**config.mk**
```make
export PLATFORM = sky130hd
export DESIGN_NAME = starfield_layer_ctrl
export DESIGN_NICKNAME = d
export VERILOG_FILES = /design/src/rtl/starfield_layer_ctrl.sv
export SDC_FILE = /design/constraint.sdc
export NUM_CORES = 1
export LEC_CHECK = 0
export ABC_AREA = 1
export BUFFER_PORTS_ARGS = -buffer_cell sky130_fd_sc_hd__buf_2
export CAP_MARGIN = 20
export CORE_ASPECT_RATIO = 0.75
export CORE_MARGIN = 5
export CORE_UTILIZATION = 60
export CTS_CLUSTER_DIAMETER = 150
export DETAILED_ROUTE_END_ITERATION = 7
export PLACE_DENSITY = 0.91
export SYNTH_ARGS = -nofsm -noshare
export SYNTH_HDL_FRONTEND = slang
export SYNTH_SLANG_ARGS = --single-unit
```
**constraint.sdc**
```tcl
create_clock -name clk -period 5.6 [get_ports clk]
set_input_delay 0.28 -clock clk [delete_from_list [all_inputs] [get_ports clk]]
set_output_delay 0.28 -clock clk [all_outputs]
set_load 0.1 [all_outputs]
```
**src/rtl/starfield_layer_ctrl.sv**
```systemverilog
// starfield_layer_ctrl: sequences NL parallax starfield layers, runs the
// per-frame fade-in/fade-out state machine and composites the layer
// brightnesses by priority into one gained, faded pixel brightness.
module starfield_layer_ctrl #(
   parameter int unsigned NL        = 3,
   parameter int unsigned FADE_STEP = 8,
   parameter int unsigned GAIN_RST  = 255
) (
   input  logic              clk,
   input  logic              rst_n,
   input  logic              i_pix_en,
   input  logic              i_frame_start,
   input  logic              i_cmd_start,
   input  logic              i_cmd_stop,
   input  logic              i_cfg_we,
   input  logic [1:0]        i_cfg_addr,
   input  logic [7:0]        i_cfg_data,
   input  logic [NL-1:0]     i_layer_on,
   input  logic [8*NL-1:0]   i_layer_star,
   output logic [NL-1:0]     o_layer_en,
   output logic [NL-1:0]     o_layer_rst,
   output logic              o_star_on,
   output logic [7:0]        o_star_out,
   output logic [1:0]        o_state,
   output logic [7:0]        o_level
);

   typedef enum logic [1:0] {
      ST_OFF      = 2'd0,
      ST_FADE_IN  = 2'd1,
      ST_ON       = 2'd2,
      ST_FADE_OUT = 2'd3
   } state_t;

   localparam logic [8:0] STEP9 = 9'(FADE_STEP);

   state_t      r_state;
   logic [7:0]  r_level;
   logic [7:0]  r_gain [NL];
   logic [7:0]  r_p1;
   logic        r_on1;
   logic        r_star_on;
   logic [7:0]  r_star_out;

   state_t      w_cmd_state;
   logic [8:0]  w_up;
   logic [8:0]  w_dn;
   logic [7:0]  w_up_sat;
   logic [7:0]  w_dn_sat;
   logic [7:0]  w_sel_star;
   logic [7:0]  w_sel_gain;
   logic [15:0] w_p1_prod;
   logic [15:0] w_p2_prod;
   logic        w_s2_on;

   // Direction after this cycle's commands; stop wins, redundant commands are ignored
   always_comb begin
      w_cmd_state = r_state;
      if (i_cmd_stop) begin
         if ((r_state == ST_ON) || (r_state == ST_FADE_IN))
            w_cmd_state = ST_FADE_OUT;
      end else if (i_cmd_start) begin
         if ((r_state == ST_OFF) || (r_state == ST_FADE_OUT))
            w_cmd_state = ST_FADE_IN;
      end
   end

   // Saturating level steps in 9 bits; bit 8 flags overflow or borrow
   assign w_up     = {1'b0, r_level} + STEP9;
   assign w_dn     = {1'b0, r_level} - STEP9;
   assign w_up_sat = w_up[8] ? 8'hFF : w_up[7:0];
   assign w_dn_sat = w_dn[8] ? 8'h00 : w_dn[7:0];

   // Fade FSM: level only moves on frame_start, in the post-command direction
   always_ff @(posedge clk or negedge rst_n) begin
      if (!rst_n) begin
         r_state <= ST_OFF;
         r_level <= 8'd0;
      end else if (i_frame_start) begin
         case (w_cmd_state)
            ST_FADE_IN: begin
               r_level <= w_up_sat;
               r_state <= (w_up_sat == 8'hFF) ? ST_ON : ST_FADE_IN;
            end
            ST_FADE_OUT: begin
               r_level <= w_dn_sat;
               r_state <= (w_dn_sat == 8'h00) ? ST_OFF : ST_FADE_OUT;
            end
            ST_ON: begin
               r_level <= 8'hFF;
               r_state <= ST_ON;
            end
            default: r_state <= ST_OFF;
         endcase
      end else begin
         r_state <= w_cmd_state;
      end
   end

   // Per-layer gain registers; out-of-range addresses match no layer
   always_ff @(posedge clk or negedge rst_n) begin
      if (!rst_n) begin
         for (int k = 0; k < int'(NL); k++) r_gain[k] <= 8'(GAIN_RST);
      end else begin
         for (int k = 0; k < int'(NL); k++)
            if (i_cfg_we && (i_cfg_addr == 2'(k))) r_gain[k] <= i_cfg_data;
      end
   end

   // Priority select: lowest-numbered active layer is in front
   always_comb begin
      w_sel_star = 8'd0;
      w_sel_gain = 8'd0;
      for (int k = int'(NL) - 1; k >= 0; k--) begin
         if (i_layer_on[k]) begin
            w_sel_star = i_layer_star[8*k +: 8];
            w_sel_gain = r_gain[k];
         end
      end
   end

   assign w_p1_prod = 16'(w_sel_star) * 16'(w_sel_gain);
   assign w_p2_prod = 16'(r_p1) * 16'(r_level);
   assign w_s2_on   = r_on1 & (r_level != 8'd0);

   // Two-stage composite pipeline: gain stage, then fade stage
   always_ff @(posedge clk or negedge rst_n) begin
      if (!rst_n) begin
         r_p1       <= 8'd0;
         r_on1      <= 1'b0;
         r_star_on  <= 1'b0;
         r_star_out <= 8'd0;
      end else begin
         r_p1       <= 8'(w_p1_prod >> 8);
         r_on1      <= |i_layer_on;
         r_star_on  <= w_s2_on;
         r_star_out <= w_s2_on ? 8'(w_p2_prod >> 8) : 8'd0;
      end
   end

   assign o_layer_en  = {NL{i_pix_en & (r_state != ST_OFF)}};
   assign o_layer_rst = {NL{r_state == ST_OFF}};
   assign o_star_on   = r_star_on;
   assign o_star_out  = r_star_out;
   assign o_state     = r_state;
   assign o_level     = r_level;

endmodule
```
==> results_dict.tcl, run 1 <==
set metrics [dict create \
    slowest_delay_ps 540 \
    cts_tree "yes" \
    relSlewSlack 0.5525 \
    path_depth 19 \
    die_x_um 133.1 \
    endpoint_kind "flip-flop" \
    clock_skew_ps 7.681 \
    grt_pass1_wl_um 26780 \
    cts_resized 0 \
    row_count 33 \
    wl_per_cell_um 14.21 \
    drive_above_1_share 0.1260 \
    ys.flop_type "dfrtp_1" \
    critical-path-top-delay-family "adder cells" \
    cts_buffer_depth 2 \
    cts.htree.levels 2 \
    grt_use_total 0.2416 \
    post_cts_buffers 0 \
    globalplace.congestion 0.9585 \
    numCtsBuffers 5 \
    period_needed_ps 4791 \
    syn_inst 923 \
    grt_max_degree 53 \
    synth-seq-cells 52 \
    syn_area_per_cell_um2 7.385 \
    nets 1149 \
    slew_violations 0 \
    dieArea_mm2 0.01361 \
    portBuffers 68 \
    dp_hpwl_um 12650 \
    synth_top_area_share 0.2056 \
    path_buf_inv 3 \
    fillers 874 \
    syn_nets 1105 \
    synth_area_mm2 0.006817 \
    path_class "input port to flip-flop" \
    clk_pin_slew_ps 70 \
    antenna_found_initial 0 \
    tns_ps 0 \
    wirelength_um 15750 \
    critPathLaunchType "input port" \
    fin_crit_sh 0.8555 \
    vias_per_cell 5.482 \
    yosysUniqueCellTypes 40 \
    max_freq_ghz 0.2087 \
    ff2ff_path_depth 19 \
    diodes 0 \
    min-delay-path-class "input port to async pin" \
    hold_viol_final 0 \
    vias 6074 \
    synth_area_leaders "fa_1 21%, ha_1 12%, nand2_1 12%" \
    cts.sinks 52 \
    synth_area_leader_cell "fa_1" \
    clockRootBuffer "clkbuf_16" \
    seq_area_frac_synth 0.1953 \
    crit_slowest_cell "fa_1" \
    cp_data_required_time_ps 5800 \
    critPathArrivalTime_ps 4990 \
    ctsHoldBuffers 0 \
    drt_iter0_drc 530 \
    cp_cell_sequence "buf_2 > nor2_4 > nand2_1 > a21oi_1 > a21oi_1 > nor2_1 > fa_1 > fa_1 > fa_1 > inv_1 > fa_1 > inv_1 > ha_1 > a21oi_1 > o21ai_0 > a221oi_1 > nand2_1 > nand2_1 > nand2_1" \
    drc 0 \
    io_pins 69 \
    drt_first_pass_iters 5 \
    maxCapViolCount 0 \
    grt_pass1_vias 5830 \
    ant_nets 0 \
    initial_utilization 0.6183 \
    die_h_um 102.3 \
    clk_latency_ps 300 \
    synth-edff-count 0 \
    worstMarginPinSlew_ps 671.2 \
    critical_path.max_fanout 18 \
    area_delta_synth_final_pct 7.874 \
    setup_viol 0 \
    status "finished, final reports clean" \
    grt_setup_unrepaired "false" \
    async_reset_ff_frac 1.000 \
    grt-ovfl-total 0 \
    yosysWarnings 0 \
    fp.coreArea_mm2 0.01102 \
]
==> cell type report <==
class                   count  area [µm²]  share of cell area
flip-flops and latches     52        1331              0.1810
multi-input cells         640        4584              0.6234
clock inverters             2       35.03            0.004764
inverters                 198       743.2              0.1011
clock buffers               6       128.9             0.01753
well taps                 140       175.2             0.02382
repair buffers             70       355.3             0.04832
==> metrics by stage <==
| step | std cells | area [µm²] | hold slack (ps) | util | setup slack (ps) |
|---|---|---|---|---|---|
| floorplan | 923 | 6817 | -15.59 | - | 631.0 |
| detailed placement | 1100 | 7189 | 444.5 | 0.6521 | 566.8 |
| global placement | 1100 | 7189 | 437.4 | 0.6521 | 778.2 |
| CTS | 1108 | 7353 | 122.0 | 0.6670 | 872.1 |
| global route | 1108 | 7353 | 161.3 | 0.6670 | 535.9 |
| finish | 1108 | 7353 | 105.2 | 0.6670 | 809.4 |
==> synth_stat cells (all sizes together), types with 4 or more instances <==
cell type / number
a21oi: 31
ha: 68
a31oi: 4
a22oi: 11
xor2: 5
nand4: 4
buf: 16
dfstp: 24
a21o: 4
nand2: 220
inv: 198
nand3: 39
fa: 70
o21a: 12
clkbuf: 17
nor2: 93
o21ai: 45
dfrtp: 28
nor3: 10
or2: 7
o211ai: 7
==> state kept, by name (all words and copies together), names as in the netlist <==
name        flops
o_state         2
r_on1           1
o_star_on       1
r_gain         24
o_level         8
o_star_out      8
r_p1            8
==> per-layer routing <==
metal	global-route usage	share of wire
met1	0.3360	0.43
met4	0.05831	0.013
met2	0.4033	0.47
met3	0.03789	0.080
met5	0	0
==> worst register-to-register path, cell delays in order (launching register included) <==
cell	delay, ps
dfstp_2	540
a22oi_1	80
nand2_1	80
o21a_1	140
inv_1	140
nor2_1	180
fa_1	470
fa_1	520
fa_1	490
inv_1	50
fa_1	470
inv_1	40
ha_1	330
a21o_1	210
a31oi_1	250
nor2_1	90
nor3_1	250
nand2_1	90
nand2_1	60
nand2_1	50
==> cell usage in the layout (no fill, tap or decap), types with 2 or more instances in the layout <==
master     Yosys  layout
a22oi_1       11      11
dfstp_2       24      24
xnor2_1        3       3
nand2_4        2       2
a21oi_1       29      29
nor2_1        90      90
nand2_2        4       4
a31oi_1        4       4
nor3_1        10      10
o21bai_1       2       2
fa_1          70      70
clkbuf_16      0       5
o21ai_1        4       4
buf_4          4       2
nand3_1       38      38
nand2_1      214     214
xor2_1         5       5
inv_1        197     197
buf_2          9      68
ha_1          68      68
a21o_1         4       4
o21a_1        12      12
o211ai_1       7       7
dfrtp_1       28      28
a21oi_2        2       2
or2_2          6       6
nand4_1        4       4
nor2_4         2       2
o21ai_0       41      41
==> worst paths after layout <==
kind,start,end,slack (ps)
setup / recovery,i_layer_on[1],r_p1[6]$_DFF_PN0_,810
hold / removal,rst_n,r_on1$_DFF_PN0_,110
setup reg to reg,r_gain[11]$_DFFE_PN1P_,r_p1[7]$_DFF_PN0_,960
hold reg to reg,r_gain[7]$_DFFE_PN1P_,r_gain[7]$_DFFE_PN1P_,490
max in group asynchronous,rst_n,o_star_out[1]$_DFF_PN0_,5060
min in group clk,i_cfg_data[6],r_gain[6]$_DFFE_PN1P_,230
==> cell families after synthesis <==
logic type | Yosys count | share of synthesized area
AND/OR/NAND/NOR | 375 | 0.2278
AO/OA/AOI/OAI | 119 | 0.1041
XOR/XNOR | 8 | 0.01028
flip-flops | 52 | 0.1953
buffers and inverters | 231 | 0.1322
adder cells (fa/ha/maj) | 138 | 0.3304
Power of run 1 is not shown: default switching activity piles up to over one toggle a cycle in this logic, so the estimate is an artifact.
==> inputs of run 2 (changes only) <==
--- a/config.mk
+++ b/config.mk
@@ -15,2 +15,3 @@
 export DETAILED_ROUTE_END_ITERATION = 7
+export GPL_TIMING_DRIVEN = 1
 export PLACE_DENSITY = 0.91
==> constraint.sdc (replaced) <==
create_clock -name clk -period 5.6 [get_ports clk]
set_input_delay 0.84 -clock clk [delete_from_list [all_inputs] [get_ports clk]]
set_output_delay 0.84 -clock clk [all_outputs]
set_load 0.1 [all_outputs]
==> run 2 against run 1 <==
Compared with the run above:
- clock-buffer cell count unchanged
- maximum frequency fell by 7.5%
- hold slack improved by 390 ps
- critical endpoint unchanged
==> results_dict.tcl, run 2 (synthesis results as in run 1) <==
set metrics [dict create \
    status "finished, final reports clean" \
    portBuffers 68 \
    hold_viol_final 0 \
    hold_path_end "r_gain[1]$_DFFE_PN1P_" \
    max_freq_ghz 0.1932 \
    grt_setup_unrepaired "false" \
    grt_pass1_wl_um 27990 \
    wl_per_cell_um 14.63 \
    mostFrequentLayoutCells "214 x nand2_1, 197 x inv_1, 90 x nor2_1, 70 x fa_1" \
    endpoint_kind "flip-flop" \
    ff2ff_path_depth 18 \
    grt_pass1_vias 6190 \
    crit-reg2reg-launch "r_gain[2]$_DFFE_PN1P_" \
    drc 0 \
    antenna_found_initial 0 \
    critical-path-top-delay-family "adder cells" \
    clockRootBuffer "clkbuf_16" \
    critPathLaunchType "input port" \
    path_class "input port to flip-flop" \
    clk_pin_slew_ps 70 \
    layout_commonest_cell "nand2_1" \
    tns_ps 0 \
    min_path_cells 2 \
    ctsHoldBuffers 0 \
    numCtsBuffers 5 \
    dieArea_mm2 0.01361 \
    period_needed_ps 5177 \
    slew_violations 0 \
    cts.htree.levels 2 \
    slowest_delay_ps 520 \
    die_h_um 102.3 \
    area_delta_synth_final_pct 8.682 \
    diodes 0 \
    clk_latency_ps 300 \
    fp.coreArea_mm2 0.01102 \
    largest_register_ff_count 24 \
    cp_cell_sequence "buf_2 > nor2_4 > buf_12 > a22oi_1 > nand2_1 > o21a_1 > inv_1 > nor2_1 > fa_1 > fa_1 > fa_1 > inv_1 > fa_1 > inv_1 > ha_1 > a21oi_1 > o21ai_0 > a221oi_2 > nand2_1 > nand2_1 > nand2_1" \
    drt_first_pass_iters 8 \
    cp_data_required_time_ps 5790 \
    postLayoutCoreUtil 0.6720 \
    setup_viol 0 \
    cts_buffer_depth 2 \
    cts.sinks 52 \
    die_x_um 133.1 \
    worstMarginPinSlew_ps 669.5 \
    rrSetupSlack_ps 1010 \
    fin_crit_sh 0.9245 \
    globalplace.congestion 0.9449 \
    cts_tree "yes" \
    top_register "r_gain" \
    drt_iter0_drc 547 \
    nets 1152 \
    dp_hpwl_um 12930 \
    maxCapViolCount 0 \
    grt-ovfl-total 0 \
    wirelength_um 16260 \
    critPathArrivalTime_ps 5360 \
    row_count 33 \
    crit_slowest_cell "fa_1" \
    hp-start "r_gain[1]$_DFFE_PN1P_" \
    ant_nets 0 \
    grt_use_total 0.2504 \
    min-delay-path-class "flip-flop to flip-flop" \
    critical_path.max_fanout 18 \
    path_buf_inv 5 \
    vias_per_cell 5.513 \
    io_pins 69 \
    drive_above_1_share 0.1308 \
    grt_max_degree 53 \
    r2r-end "r_p1[6]$_DFF_PN0_" \
    initial_utilization 0.6183 \
    vias 6125 \
    clock_skew_ps 9.983 \
    relSlewSlack 0.5537 \
]
## run 2: cell types whose count changed in the layout (fill, tap and decap cells not counted)
| cell | delta |
|---|---|
| a221oi_1 | -1 |
| a221oi_2 | +1 |
| buf_12 | +1 |
| buf_4 | +2 |
| clkbuf_1 | -1 |
| clkbuf_8 | +1 |
| clkinv_2 | -1 |
| clkinv_4 | +1 |
## run 2: timing repair
action / in CTS / in global routing
setup buffers: 0 / 1
endpoints found under the hold margin: 0 / 0
setup endpoints to repair: 0 / 1
gates resized for setup: 0 / 1
## run 2: layout make-up
cell class,instances,area (µm²)
Multi-Input combinational cell,640,4591
Fill cell,879,3616
Sequential cell,52,1331
Inverter,198,743.2
Timing Repair Buffer,73,390.4
Tap cell,140,175.2
Clock buffer,6,138.9
Clock inverter,2,38.79
## run 2: worst max path at each step
stage	start	end	slack [ps]	cells after the start
5_1_grt	i_layer_on[1]	r_p1[6]$_DFF_PN0_	60	21
2_1_floorplan	i_layer_on[1]	r_p1[6]$_DFF_PN0_	630	21
3_3_place_gp	i_layer_on[1]	r_p1[7]$_DFF_PN0_	270	21
3_5_place_dp	i_layer_on[1]	r_p1[6]$_DFF_PN0_	140	20
4_1_cts	i_layer_on[1]	r_p1[6]$_DFF_PN0_	430	20
6_report	i_layer_on[1]	r_p1[6]$_DFF_PN0_	420	21
## run 2: stage by stage
| step | area [µm²] | cells | setup slack (ps) | hold slack, ps |
|---|---|---|---|---|
| global placement | 7204 | 1102 | 274.9 | 479.1 |
| CTS | 7382 | 1110 | 428.4 | 495.7 |
| global route | 7408 | 1111 | 61.55 | 509.9 |
| floorplan | 6817 | 923 | 626.8 | 466.5 |
| finish | 7408 | 1111 | 422.8 | 493.6 |
| detailed placement | 7204 | 1102 | 141.1 | 486.0 |
## run 2: worst min-delay path, cell delays in order, from the launching register on
cell	delay [ps]
dfstp_2	370
nand2_1	50
o21ai_0	70
## run 2: layer usage
layer,GRT usage,vias up,share of wire
met5,0,-,0
met4,0.06550,0,0.013
met3,0.04970,28,0.091
met2,0.4239,304,0.48
met1,0.3343,2871,0.41
li1,-,2922,-
Power of run 2 is left out for the same reason.
